===== src/rtl/sme_mem_pkg.sv =====
// Shared definitions for the sensor-manager memory arbiter: state encoding,
// mux select values and counter widths.
package sme_mem_pkg;

  localparam logic [1:0] ST_IDLE   = 2'd0;
  localparam logic [1:0] ST_SETTLE = 2'd1;
  localparam logic [1:0] ST_GRANT  = 2'd2;

  typedef enum logic [1:0] {
    S_IDLE   = ST_IDLE,
    S_SETTLE = ST_SETTLE,
    S_GRANT  = ST_GRANT
  } arbState_e;

  localparam logic SEL_SME  = 1'b0;
  localparam logic SEL_HOST = 1'b1;

  localparam int TURN_W = 4;
  localparam int WAIT_W = 10;

endpackage


===== src/rtl/sme_wait_counter.sv =====
// Saturating port-0 wait counter with a sticky starvation flag.
// Clear beats every other update, including a same-cycle flag set.
module sme_wait_counter
  import sme_mem_pkg::*;
#(
  parameter int MAX_WAIT = 64
) (
  input  logic              ClockIn,
  input  logic              ResetIn_n,
  input  logic              CountEnable,
  input  logic              Restart,
  input  logic              Clear,
  output logic [WAIT_W-1:0] Count,
  output logic              Starve
);

  localparam logic [WAIT_W-1:0] MAX_CNT = WAIT_W'(MAX_WAIT);

  logic [WAIT_W-1:0] countNext;
  logic              starveNext;

  always_comb begin
    countNext  = Count;
    starveNext = Starve;
    if (Clear) begin
      countNext  = '0;
      starveNext = 1'b0;
    end else begin
      if (Restart) begin
        countNext = '0;
      end else if (CountEnable && (Count < MAX_CNT)) begin
        countNext = Count + 1'b1;
      end
      if (countNext == MAX_CNT) begin
        starveNext = 1'b1;
      end
    end
  end

  always_ff @(posedge ClockIn or negedge ResetIn_n) begin
    if (!ResetIn_n) begin
      Count  <= '0;
      Starve <= 1'b0;
    end else begin
      Count  <= countNext;
      Starve <= starveNext;
    end
  end

endmodule


===== src/rtl/sme_memory_arbiter.sv =====
// Two-master arbiter for the shared sensor-manager memory. Drives the mux
// Select and gates memory enables off while Select changes and settles.
module sme_memory_arbiter
  import sme_mem_pkg::*;
#(
  parameter int TURN_CYCLES = 2,
  parameter int PRIORITY0   = 1,
  parameter int MAX_WAIT    = 64
) (
  input  logic       ClockIn,
  input  logic       ResetIn_n,
  input  logic       Req0,
  input  logic       Req1,
  input  logic       ClearStarve,
  output logic       Grant0,
  output logic       Grant1,
  output logic       Select,
  output logic       AccessEnable,
  output logic       Busy,
  output logic       Starve0,
  output logic [1:0] DebugState
);

  // Handshake: a master raises Req and holds it until it has seen its Grant;
  // dropping Req while granted releases the memory at the next edge.

  arbState_e         state, stateNext;
  logic              selNext, grant0Next, grant1Next, accessNext;
  logic              lastOwner, lastOwnerNext;
  logic [TURN_W-1:0] cnt, cntNext;
  logic              winner, ownerReq;
  logic [WAIT_W-1:0] waitCount;

  always_comb begin
    if (Req0 && Req1) begin
      winner = (PRIORITY0 != 0) ? SEL_SME : ~lastOwner;
    end else begin
      winner = Req1 ? SEL_HOST : SEL_SME;
    end
    // The current owner (or pending winner during SETTLE) is always Select.
    ownerReq = (Select == SEL_HOST) ? Req1 : Req0;

    stateNext     = state;
    selNext       = Select;
    grant0Next    = Grant0;
    grant1Next    = Grant1;
    accessNext    = AccessEnable;
    cntNext       = cnt;
    lastOwnerNext = lastOwner;

    case (state)
      S_IDLE: begin
        if (Req0 || Req1) begin
          if (winner == Select) begin
            stateNext  = S_GRANT;
            grant0Next = (winner == SEL_SME);
            grant1Next = (winner == SEL_HOST);
            accessNext = 1'b1;
          end else begin
            stateNext = S_SETTLE;
            selNext   = winner;
            cntNext   = TURN_W'(TURN_CYCLES - 1);
          end
        end
      end
      S_SETTLE: begin
        if (!ownerReq) begin
          stateNext = S_IDLE;
        end else if (cnt == '0) begin
          stateNext  = S_GRANT;
          grant0Next = (Select == SEL_SME);
          grant1Next = (Select == SEL_HOST);
          accessNext = 1'b1;
        end else begin
          cntNext = cnt - 1'b1;
        end
      end
      S_GRANT: begin
        if (!ownerReq) begin
          stateNext     = S_IDLE;
          grant0Next    = 1'b0;
          grant1Next    = 1'b0;
          accessNext    = 1'b0;
          lastOwnerNext = Select;
        end
      end
      default: begin
        stateNext  = S_IDLE;
        grant0Next = 1'b0;
        grant1Next = 1'b0;
        accessNext = 1'b0;
      end
    endcase
  end

  always_ff @(posedge ClockIn or negedge ResetIn_n) begin
    if (!ResetIn_n) begin
      state        <= S_IDLE;
      Select       <= SEL_SME;
      Grant0       <= 1'b0;
      Grant1       <= 1'b0;
      AccessEnable <= 1'b0;
      Busy         <= 1'b0;
      cnt          <= '0;
      lastOwner    <= SEL_HOST;
    end else begin
      state        <= stateNext;
      Select       <= selNext;
      Grant0       <= grant0Next;
      Grant1       <= grant1Next;
      AccessEnable <= accessNext;
      Busy         <= (stateNext != S_IDLE);
      cnt          <= cntNext;
      lastOwner    <= lastOwnerNext;
    end
  end

  assign DebugState = state;

  sme_wait_counter #(
    .MAX_WAIT(MAX_WAIT)
  ) u_waitCounter (
    .ClockIn    (ClockIn),
    .ResetIn_n  (ResetIn_n),
    .CountEnable(Req0 & ~Grant0),
    .Restart    (grant0Next & ~Grant0),
    .Clear      (ClearStarve),
    .Count      (waitCount),
    .Starve     (Starve0)
  );

endmodule


===== config.mk =====
export PLATFORM = sky130hd
export DESIGN_NAME = sme_memory_arbiter
export DESIGN_NICKNAME = d
export VERILOG_FILES = /design/src/rtl/sme_mem_pkg.sv /design/src/rtl/sme_wait_counter.sv /design/src/rtl/sme_memory_arbiter.sv
export SDC_FILE = /design/constraint.sdc
export NUM_CORES = 1
export LEC_CHECK = 0
export CORE_MARGIN = 2
export CORE_UTILIZATION = 45
export DETAILED_ROUTE_END_ITERATION = 6
export GPL_TIMING_DRIVEN = 0
export PLACE_DENSITY = 0.66
export SLEW_MARGIN = 20
export SYNTH_ARGS = -nofsm -noshare
export SYNTH_HDL_FRONTEND = slang
export SYNTH_SLANG_ARGS = --single-unit

===== constraint.sdc =====
create_clock -name ClockIn -period 2.7 [get_ports ClockIn]
set_clock_uncertainty 0.2 [all_clocks]
set_input_delay 0.54 -clock ClockIn [delete_from_list [all_inputs] [get_ports ClockIn]]
set_output_delay 0.54 -clock ClockIn [all_outputs]
set_load 0.02 [all_outputs]

==> impl_metrics.py, run 1 <==
metrics = {
    "sta": {
        "finalHoldWorstSlack_ps": -17.3,
        "rsz0062_at_grt": "no",
        "max_clock_freq_ghz": 0.397,
        "fin_crit_sh": 0.934,
        "period_minus_slack_ps": 2520,
        "setup_viol": 0,
        "worst-slew-pin-transition_ps": 804,
        "relSlewSlack": 0.460,
        "hold_viol": 22,
        "drv_slew": 0,
    },
    "placement": {
        "globalplace.congestion": 0.847,
        "portBuffers": 12,
        "hpwl_microns": 1880,
        "place_inst": 180,
    },
    "critical_path": {
        "setup.worst_path.class": "input pin to flop",
        "end_kind": "flop",
        "cp_max_fo": 10,
        "start_kind": "input pin",
        "required_ps": 2700,
        "cp.arrival_ps": 2530,
    },
    "routing": {
        "vias_per_cell": 5.67,
        "routed_wirelength_microns": 2560,
        "drtPass1Iterations": 4,
        "drc_errors": 0,
        "drtIter0Drc": 51,
        "wire_per_inst_microns": 13.9,
        "ant_nets": 0,
        "vias": 1044,
    },
    "synthesis": {
        "synth.avg_cell_area_sq_um": 9.25,
        "ys_seq_area_frac": 0.434,
        "synth_top_family_by_area": "simple AND/OR/NAND/NOR gates",
        "synth-compound-area-share": 0.146,
        "synth_area_sq_um": 1270,
        "yosysUniqueCellTypes": 34,
        "yosys_warnings": 0,
        "syn_inst": 137,
        "synth_nets": 145,
        "synth-xor-area-share": 0.0484,
        "synthAdderAreaFrac": 0.0296,
        "synth-simple-area-share": 0.242,
        "synth-seq-cells": 22,
        "synth_mux_area_frac": 0.0513,
    },
    "global_route": {
        "grt_pass1_vias": 1084,
        "antenna_found_initial": 0,
        "grt_max_degree": 23,
        "grt_pass1_wl_microns": 4730,
        "grt_use_total": 0.183,
        "grt_overflow_total": 0,
    },
    "cts": {
        "root_buffer": "clkbuf_4",
        "cts_resized": 0,
        "htreeDepth": 1,
        "worstSkewPairLatency_ps": 300,
        "clkTransAtPathRegs_ps": 120,
        "cts_setup_buffers": 0,
        "cts_tree": "done",
        "cts_hold_buffers": 0,
        "clk_path_buf_depth": 2,
        "cts_buffers": 3,
        "numClockSinks": 22,
    },
    "hold_path": {
        "worstHoldPathType": "input pin to async pin",
    },
    "final_layout": {
        "final_cell_mix": "dfrtp_1, nor2_1, inv_1, clkdlybuf4s50_1, nand2_1",
        "n_fill_cell": 274,
        "areaGrowthSynthToFinish_pct": 15.0,
        "drive_above_1_share": 0.105,
        "nNetsFinal": 162,
        "num_antenna_cells": 0,
        "layout_commonest_cell": "dfrtp_1",
        "fin_cells": 184,
    },
    "floorplanning": {
        "pin_count": 13,
        "die_w_microns": 57.1,
        "die_area_sq_um": 3260,
        "design.core.area_sq_um": 2710,
        "fp.dieH_microns": 57.1,
        "start_util": 0.468,
        "row_count": 19,
    },
    "job": {
        "cap_violations": 0,
    },
    "pwr": {
        "powerDensity_nw_per_um2": 881,
        "ir_drop_uv": 601,
        "p_leak_nw": 0.660,
    },
    "run_status": {
        "outcome": "finished, violations left",
        "violations": "negative hold slack",
    },
}
## routing by layer
layer | track usage | routed length, microns | up-vias
li1 | - | - | 516
met1 | 0.225 | 1150 | 505
met2 | 0.317 | 1300 | 19
met3 | 0.0295 | 85 | 4
met4 | 0.0797 | 24 | 0
met5 | 0 | 0 | -
## stage by stage
stage	power [mW]	setup WS, ps	area [sq um]	TNS (ps)	util
2_1_floorplan	0.908	641	1270	0	-
3_3_place_gp	1.09	-148	1430	-161	0.526
3_5_place_dp	1.11	-145	1430	-157	0.526
4_1_cts	1.30	195	1460	0	0.540
5_1_grt	1.40	55.5	1460	0	0.538
6_report	1.28	179	1460	0	0.538
## area by class of cell
cell class	count	area [sq um]	share of cell area
Clock buffer	4	36.3	0.0249
Timing Repair Buffer	12	115	0.0790
Multi-Input combinational cell	99	656	0.450
Sequential cell	22	551	0.378
Buffer	5	20.0	0.0137
Inverter	11	41.3	0.0283
Tap cell	31	38.8	0.0266
## flip-flops by register name, indices dropped and copies added (netlist names)
name / cells
Grant1: 1
AccessEnable: 1
u_waitCounter.Starve: 1
Busy: 1
DebugState: 2
Grant0: 1
cnt: 4
u_waitCounter.Count: 10
Select: 1
## kinds of logic after synthesis
group | count (synthesis)
fa+ha+maj | 3
buf+inv | 16
compound gates | 27
simple gates | 56
mux | 6
flops | 22
xor+xnor | 7
## path summary, 6_finish.rpt
kind / from / endpoint / slack (ps) / depth (start not counted)
worst max-delay path: Req0 / cnt[1] / 180 / 6
worst min-delay path: ResetIn_n / u_waitCounter.Count[5] / -20 / 1
worst max register to register: cnt[0] / Grant1 / 530 / 6
worst min register to register: u_waitCounter.Starve / u_waitCounter.Starve / 310 / 2
max in group asynchronous: ResetIn_n / u_waitCounter.Starve / 1990 / 1
min in group ClockIn: u_waitCounter.Starve / u_waitCounter.Starve / 310 / 2
## critical path: stages
cell and delay (ps):
clkdlybuf4s50_1 470, buf_2 200, or3b_2 460, a21boi_0 470
nor2_1 170, a22o_1 210
## synthesized netlist by cell type (all sizes together)
master / n / area, sq um
clkbuf: 4 / 15.0
buf: 1 / 5.00
and3: 7 / 43.8
nor2: 13 / 48.8
ha: 3 / 37.5
nor4: 1 / 6.26
a22o: 1 / 8.76
nor3: 5 / 25.0
o211ai: 1 / 7.51
xor2: 3 / 26.3
mux2: 4 / 45.0
a21boi: 3 / 22.5
nor2b: 1 / 6.26
inv: 11 / 41.3
nand2b: 1 / 6.26
nor4b: 1 / 8.76
a21oi: 7 / 35.0
a211oi: 1 / 7.51
or3b: 3 / 28.8
o311a: 1 / 10.0
nand2: 9 / 33.8
nand3: 5 / 25.0
a31oi: 1 / 6.26
dfrtp: 22 / 551
o41ai: 2 / 32.5
o22ai: 1 / 6.26
o21ai: 8 / 40.0
nand4: 4 / 25.0
o2bb2ai: 1 / 8.76
nor3b: 5 / 37.5
or3: 1 / 11.3
mux2i: 2 / 20.0
xnor2: 4 / 35.0
## power breakdown
group          switching (mW)  internal, mW
registers              0.0720         0.412
clock network          0.0968        0.0822
logic                   0.348         0.273
Note: power is estimated with default switching activity, not from simulation.
==> run 2: changes to the inputs <==
- CORE_MARGIN: 2 -> unset
- HOLD_SLACK_MARGIN: unset -> 0.08
==> run 2 against run 1 <==
  * The run now ends clean
  * Sequential power barely moved
  * Sequential share of layout area up 0.13 points
  * Flip-flop and latch count unchanged
  * Power shrank 3.7%
==> impl_metrics.py, run 2 (synthesis results as in run 1) <==
metrics = {
    "critical_path": {
        "rrSetupSlack_ps": 560,
        "crit_chain": "clkdlybuf4s50_1 -> buf_2 -> or3b_2 -> a21boi_0 -> nor2_1 -> a22o_1",
        "critPathSlowestCell": "or3b_2",
        "cp.arrival_ps": 2400,
        "required_ps": 2700,
        "crit_buf_inv": 2,
        "r2r_start": "cnt[0]",
        "end_kind": "flop",
        "r2r_cells": 6,
        "worstReg2RegEnd": "Grant1",
        "crit_family": "buffers and inverters",
        "cp_max_fo": 10,
        "setup.worst_path.class": "input pin to flop",
        "start_kind": "input pin",
        "cp_slowest_stage_delay_ps": 460,
    },
    "sta": {
        "fin_crit_sh": 0.891,
        "period_minus_slack_ps": 2410,
        "setup_viol": 0,
        "drv_slew": 0,
        "max_clock_freq_ghz": 0.416,
        "rsz0062_at_grt": "no",
        "hold_viol": 0,
        "worst-slew-pin-transition_ps": 744,
        "relSlewSlack": 0.500,
        "finalSetupTns_ps": 0,
    },
    "cts": {
        "root_buffer": "clkbuf_4",
        "cts_hold_buffers": 0,
        "clkTransAtPathRegs_ps": 110,
        "cts_buffers": 3,
        "cts_tree": "done",
        "htreeDepth": 1,
        "clk_path_buf_depth": 2,
        "cts_resized": 0,
        "worstSkewPairLatency_ps": 290,
        "cts_setup_buffers": 0,
        "numClockSinks": 22,
    },
    "job": {
        "cap_violations": 0,
    },
    "global_route": {
        "grt_overflow_total": 0,
        "grt_pass1_vias": 943,
        "grt_use_total": 0.184,
        "grt_max_degree": 23,
        "antenna_found_initial": 0,
        "grt_pass1_wl_microns": 3990,
    },
    "routing": {
        "vias_per_cell": 5.63,
        "routed_wirelength_microns": 2400,
        "wire_per_inst_microns": 13.1,
        "drtIter0Drc": 19,
        "vias": 1031,
        "drtPass1Iterations": 4,
        "drc_errors": 0,
        "ant_nets": 0,
    },
    "hold_path": {
        "hold_start": "u_waitCounter.Starve",
        "worstHoldPathType": "flop to flop",
        "min_path_cells": 2,
        "holdPathEnd": "u_waitCounter.Starve",
    },
    "placement": {
        "place_inst": 179,
        "globalplace.congestion": 0.798,
        "portBuffers": 12,
        "hpwl_microns": 1770,
    },
    "floorplanning": {
        "fp.dieH_microns": 55.1,
        "design.core.area_sq_um": 2570,
        "pin_count": 13,
        "die_area_sq_um": 3030,
        "row_count": 18,
        "die_w_microns": 55.1,
        "start_util": 0.494,
    },
    "run_status": {
        "outcome": "complete, no violations",
    },
    "final_layout": {
        "final_cell_mix": "dfrtp_1, nor2_1, inv_1, clkdlybuf4s50_1, nand2_1",
        "fin_cells": 183,
        "largest-register": "u_waitCounter.Count",
        "layout_commonest_cell": "dfrtp_1",
        "largest_reg_flops": 10,
        "areaGrowthSynthToFinish_pct": 14.6,
        "nNetsFinal": 163,
        "num_antenna_cells": 0,
        "drive_above_1_share": 0.0980,
    },
    "pwr": {
        "ir_drop_uv": 577,
        "pwr-share-comb": 0.495,
        "switching_share": 0.404,
        "pwr-share-seq": 0.392,
        "clkPwrFrac": 0.113,
        "powerDensity_nw_per_um2": 851,
        "power.internal_uw": 737,
        "p_leak_nw": 0.657,
        "p_switching_uw": 499,
    },
}
[run 2: cell types whose count changed in the layout (fill, tap and decap cells not counted), sizes merged]
cell | before | now
clkbuf | 8 | 7
dlygate4sd3 | 0 | 1
[run 2: worst max path at each step]
stage | from | endpoint | cells after the start
global placement | Req0 | cnt[1] | 6
global route | Req0 | cnt[1] | 6
finish | Req0 | cnt[1] | 6
floorplan | Req0 | cnt[1] | 5
CTS | Req0 | cnt[1] | 6
detailed placement | Req0 | cnt[1] | 6
[run 2: cell type report]
type	count	area, sq um
multi-input combinational	99	656
sequential	22	551
fill	255	1110
inverter	11	41.3
buffer	5	20.0
clock buffer	3	22.5
tap	30	37.5
timing repair buffer	13	125
[run 2: metrics by stage]
stage          utilization  power, mW  cell area, sq um  hold WS [ps]  setup WS [ps]
3_3_place_gp         0.555       1.09              1430           286          -96.6
2_1_floorplan            -      0.908              1270          44.4            641
6_report             0.566       1.24              1450           301            294
3_5_place_dp         0.555       1.11              1430           283          -71.7
4_1_cts              0.564       1.25              1450           309            259
5_1_grt              0.566       1.34              1450           337            116
[run 2: tightest hold or removal path, stage by stage, from the launching register on]
cell and delay (ps):
dfrtp_1 360, nand2_1 70, o41ai_2 50
[run 2: power by group through the flow]
stage | Combinational [mW] | Clock (mW) | Sequential [mW]
2_1_floorplan | 0.370 | 0 | 0.538
3_3_place_gp | 0.605 | 0 | 0.489
3_5_place_dp | 0.615 | 0 | 0.493
4_1_cts | 0.619 | 0.149 | 0.487
5_1_grt | 0.685 | 0.160 | 0.499
6_report | 0.612 | 0.139 | 0.485
[run 2: per-layer routing]
layer  routed length, microns  global-route usage  up-vias  share of wire
li1                         -                   -      516              -
met1                     1140               0.223      498           0.47
met2                     1180               0.323       13           0.49
met3                       52              0.0246        4          0.022
met4                       31              0.0750        0          0.013
met5                        0                   0        -              0
==> run 3: changes to the inputs <==
- TNS_END_PERCENT: unset -> 5
==> results of run 3 <==
No change in the layout: final DEF, timing and power equal those of run 2.
